File: src/rtl/prbs_checker_sat_counter.sv
// Saturating up-counter with synchronous clear; holds at all-ones.
module sat_counter #(
  parameter int unsigned CNT_W = 16
) (
  input  logic             clk,
  input  logic             reset,
  input  logic             clr,
  input  logic             inc,
  output logic [CNT_W-1:0] q
);

  logic [CNT_W-1:0] r_q;

  always_ff @(posedge clk or negedge reset) begin
    if (!reset) begin
      r_q <= '0;
    end else if (clr) begin
      r_q <= '0;
    end else if (inc && (r_q != '1)) begin
      r_q <= r_q + CNT_W'(1);
    end
  end

  assign q = r_q;

endmodule

File: config.mk
export PLATFORM = sky130hd
export DESIGN_NAME = sat_counter
export DESIGN_NICKNAME = d
export VERILOG_FILES = /design/src/rtl/prbs_checker_sat_counter.sv
export SDC_FILE = /design/constraint.sdc
export NUM_CORES = 1
export LEC_CHECK = 0
export CAP_MARGIN = 20
export CORE_MARGIN = 3
export CORE_UTILIZATION = 47
export CTS_BUF_LIST = sky130_fd_sc_hd__clkbuf_4 sky130_fd_sc_hd__clkbuf_8
export DETAILED_ROUTE_END_ITERATION = 6
export PLACE_DENSITY = 0.78
export REMOVE_ABC_BUFFERS = 1
export SLEW_MARGIN = 5
export SYNTH_ARGS = -nofsm -noshare
export SYNTH_HDL_FRONTEND = slang
export SYNTH_SLANG_ARGS = --single-unit
File: constraint.sdc
create_clock -name clk -period 1.7 [get_ports clk]
set_input_delay 0.255 -clock clk [delete_from_list [all_inputs] [get_ports clk]]
set_output_delay 0.255 -clock clk [all_outputs]
set_load 0.02 [all_outputs]
Word-level counts from Yosys, hierarchy flattened --
Cells that the tools add are included.
Storage, ports and cells: logic and storage cells 7, bits of input ports 4, output and inout bits 16, bits in registers 16
Cells by class: reductions and logical operators 2, eq/ne operators 1, add/sub/neg operators 1, multiplexer cells 2
Operators by type and width (number):
- $mux W16 | 2
- $add A16 B1 Y16 const B | 1
- $ne A16 B16 Y1 const B | 1
- $reduce_bool A2 Y1 | 1
- $logic_and A1 B1 Y1 | 1

Longest topological paths before layout --
depth in word-level cells 4, mapped depth 6, gate-level depth less buffers 5

Worst setup path after synthesis --
OpenSTA, ideal clock, no wires.
path kind reg-to-reg, start point register r_q[0], in the netlist q[0], end point register r_q[15], in the netlist q[15], clock period less this slack 1.883 ns, cell stages (with the launch flop) 6, slack -0.183 ns, path buffers 0, data arrival time 1.756 ns, required time 1.572 ns, setup time 0.128 ns, path through dfrtp_1 > ha_1 > nand4_2 > nor4_4 > nor4_1 > mux2_1
On the way: cells in the longest elaborated chain, start to end 3, elaborated cells on any way between the ends 6, those cells by class add/sub: 1; eq/ne: 1; mux: 2; reduce/logical: 2
Ends and longest elaborated chain:
- from (decl) | RTL line 12 | logic [CNT_W-1:0] r_q;
- from (signal assigned) | RTL line 20 | r_q <= r_q + CNT_W'(1);
- $add A16 B1 Y16 or $ne A16 B16 Y1 (tied branches) | RTL line 20, 19
- $mux W16 or $logic_and A1 B1 Y1 (tied branches) | RTL line 19 | end else if (inc && (r_q != '1)) begin
- $mux W16 or $reduce_bool A2 Y1 (tied branches)
Several ways; a longest one is shown, not always the timed one. The select of a mux whose other input is x is not followed. A chain may end at the register's enable or synchronous reset.

Final worst setup path --
start point register r_q[0], in the netlist q[0], end point register r_q[9], in the netlist q[9]
The elaborated chain is that of the path after synthesis.

==> flow_summary.json <==
{
  "hold_viol_final": 0,
  "wl_met2_mm": 1.47,
  "grt_max_degree": 21,
  "ys_ff_latch": 16,
  "ys_seq_area_frac": 0.425,
  "synth_area_leaders": "dfrtp_1 42%, a21oi_1 5.8%, o31ai_1 5.6%",
  "maxCapViolCount": 0,
  "drc": 0,
  "fillers": 107,
  "first_iter_violations": 43,
  "port_buffers": 19,
  "critPathRequiredTime_ns": 1.88,
  "grt_pass1_vias": 1084,
  "cts_hold_buffers": 0,
  "final-seq-area_um2": 402,
  "dpl.hpwl_mm": 1.98,
  "slew-limit-headroom": 0.734,
  "final_util": 0.835,
  "violations": "setup timing",
  "rows": 15,
  "rsz0062_at_grt": "true",
  "htreeDepth": 1,
  "crit_fanout": 11,
  "synthSimpleGateAreaFrac": 0.312,
  "synth_cell_types": 28,
  "io_pins": 20,
  "outcome": "finished, violations left",
  "leakage_nw": 0.701,
  "stdcell_count": 174,
  "place_area_um2": 1380,
  "yosys.area.top_type_share": 0.425,
  "antenna_found_initial": 0,
  "root_buffer": "clkbuf_4",
  "worst_pin_slew_ns": 0.396,
  "ys.flop_type": "dfrtp_1",
  "die_area_um2": 2580,
  "highest_layer": "met4",
  "layout-drive-gt1-share": 0.369,
  "grt_overflow": 0,
  "synth-edff-count": 0,
  "synth_top_area_cell": "dfrtp_1",
  "yosysWarnings": 0,
  "fin_crit_sh": 1.04,
  "end_kind": "register",
  "yosys.area_share.adder": 0.0133,
  "place_congestion": 0.790,
  "syn-instance-count": 98,
  "syn2layout_area_growth_pct": 59.6,
  "fin_crit_ns": 1.76,
  "power_density_nw_per_um2": 446,
  "synth_top_family_by_area": "simple AND/OR/NAND/NOR gates",
  "synthMuxAreaShare": 0.0478,
  "final.setup.tns_ns": -0.410,
  "clkLatencyLatePin_ns": 0.28,
  "hold_class": "primary input to async pin",
  "multiInputGateArea_um2": 553,
  "cts_made_buffers": 3,
  "crit_type": "register to register",
  "peakVddDrop_uv": 609,
  "syn_avg_cell_area_um2": 9.61,
  "syn_area_um2": 942,
  "num_vias": 1074,
  "synth_xor_area_frac": 0,
  "firstDrtPassIters": 4,
  "hold_slack_ns": 0.281,
  "core_area_um2": 1800,
  "path_clk_slew_ns": 0.10,
  "fin_nets": 156,
  "initial_core_util": 0.523,
  "die_w_um": 50.8,
  "wire_per_inst_um": 16.9,
  "report.final.setup_viol": 12,
  "antenna_cells": 0,
  "dr_wl_met3_um": 186,
  "grt_pass1_wl_mm": 4.65,
  "synth_compound_gate_area_share": 0.162,
  "final_max_slew_viol_count": 0,
  "design_area_um2": 1500,
  "largest_register_ffs": 16,
  "met1_length_mm": 1.10,
  "dp_cells": 166,
  "dieHeight_um": 50.8,
  "grt_usage": 0.240,
  "crit_arrival_ns": 1.94,
  "timing.final.ws_setup_ns": -0.0635,
  "drtAntennaViolNets": 0,
  "clock.fmax_ghz": 0.567,
  "vias_per_cell": 6.17,
  "clock_skew_ns": 0.00673,
  "routed_wl_mm": 2.94,
  "cts_tree": "yes",
  "cts.path.max_buffers": 2,
  "ys_async_sr_fraction": 1.00,
  "start_kind": "register",
  "power_mw": 0.671,
  "cts_num_sinks": 16,
  "pre_cts_ws_ns": -0.211
}
[power breakdown]
group	internal, mW	switching [mW]	leakage, nW
Sequential	0.384	0.00276	0.221
Clock	0.0822	0.118	0.0138
Combinational	0.0398	0.0448	0.466
Total	0.506	0.166	0.701
[kinds of logic (layout without fill, tap and decap cells)]
logic type	Yosys count	after routing
compound gates	24	24
fa+ha+maj	1	1
buf+inv	8	59
flops	16	16
mux	4	4
simple gates	45	45
[metal layers]
metal | GRT usage | up-vias
met5 | 0 | -
met1 | 0.263 | 509
met2 | 0.428 | 60
met3 | 0.0445 | 22
met4 | 0.139 | 0
li1 | - | 483
[layout make-up]
type / instances / area share
Multi-Input combinational cell: 74 / 0.368
Timing Repair Buffer: 53 / 0.322
Sequential cell: 16 / 0.267
Tap cell: 25 / 0.0208
Clock buffer: 3 / 0.0150
Inverter: 3 / 0.00749
[layout by cell type (no fill, tap or decap), types with 6 or more instances in the layout]
cell	n
dfrtp_1	15
buf_4	31
o31ai_1	7
a21oi_1	8
clkdlybuf4s50_1	15
nand4_1	6
nand2_1	6
[repair_timing]
action                                  in CTS  in global routing
pin swaps                                    6                  2
buffers inserted                             2                  3
resized for setup                            7                 10
endpoints found under the setup margin      13                 18
gates cloned                                 0                  0
[worst paths after layout]
| check | startpoint | endpoint | slack (ns) | cells after the start |
|---|---|---|---|---|
| max in group asynchronous | reset | q[2] | 1.22 | 2 |
| min in group clk | q[10] | q[10] | 0.61 | 2 |
| hold / removal | reset | q[12] | 0.28 | 2 |
| setup / recovery | q[0] | q[9] | -0.06 | 6 |
| setup reg to reg | q[0] | q[9] | -0.06 | 6 |
| hold reg to reg | q[10] | q[10] | 0.61 | 2 |
[critical path, cell delays in order, from the launching register on]
cell	delay, ns
dfrtp_1	0.38
ha_2	0.21
nand4_2	0.15
nor4_4	0.37
buf_12	0.18
nor4_2	0.06
mux2_1	0.31
[synthesized netlist by cell type (2+ instances only)]
cell type	instances
dfrtp_1	16
nand2_1	6
mux2_1	4
and3_1	2
or4_2	2
or3_1	2
and4_2	2
clkbuf_1	4
nand3_1	3
nor2b_1	4
o21ai_1	3
nor4_1	4
or4_1	5
a21oi_1	11
nand4_1	6
o31ai_1	7
inv_1	3
nor2_1	4
No activity file was read; power rests on OpenSTA's default activity.
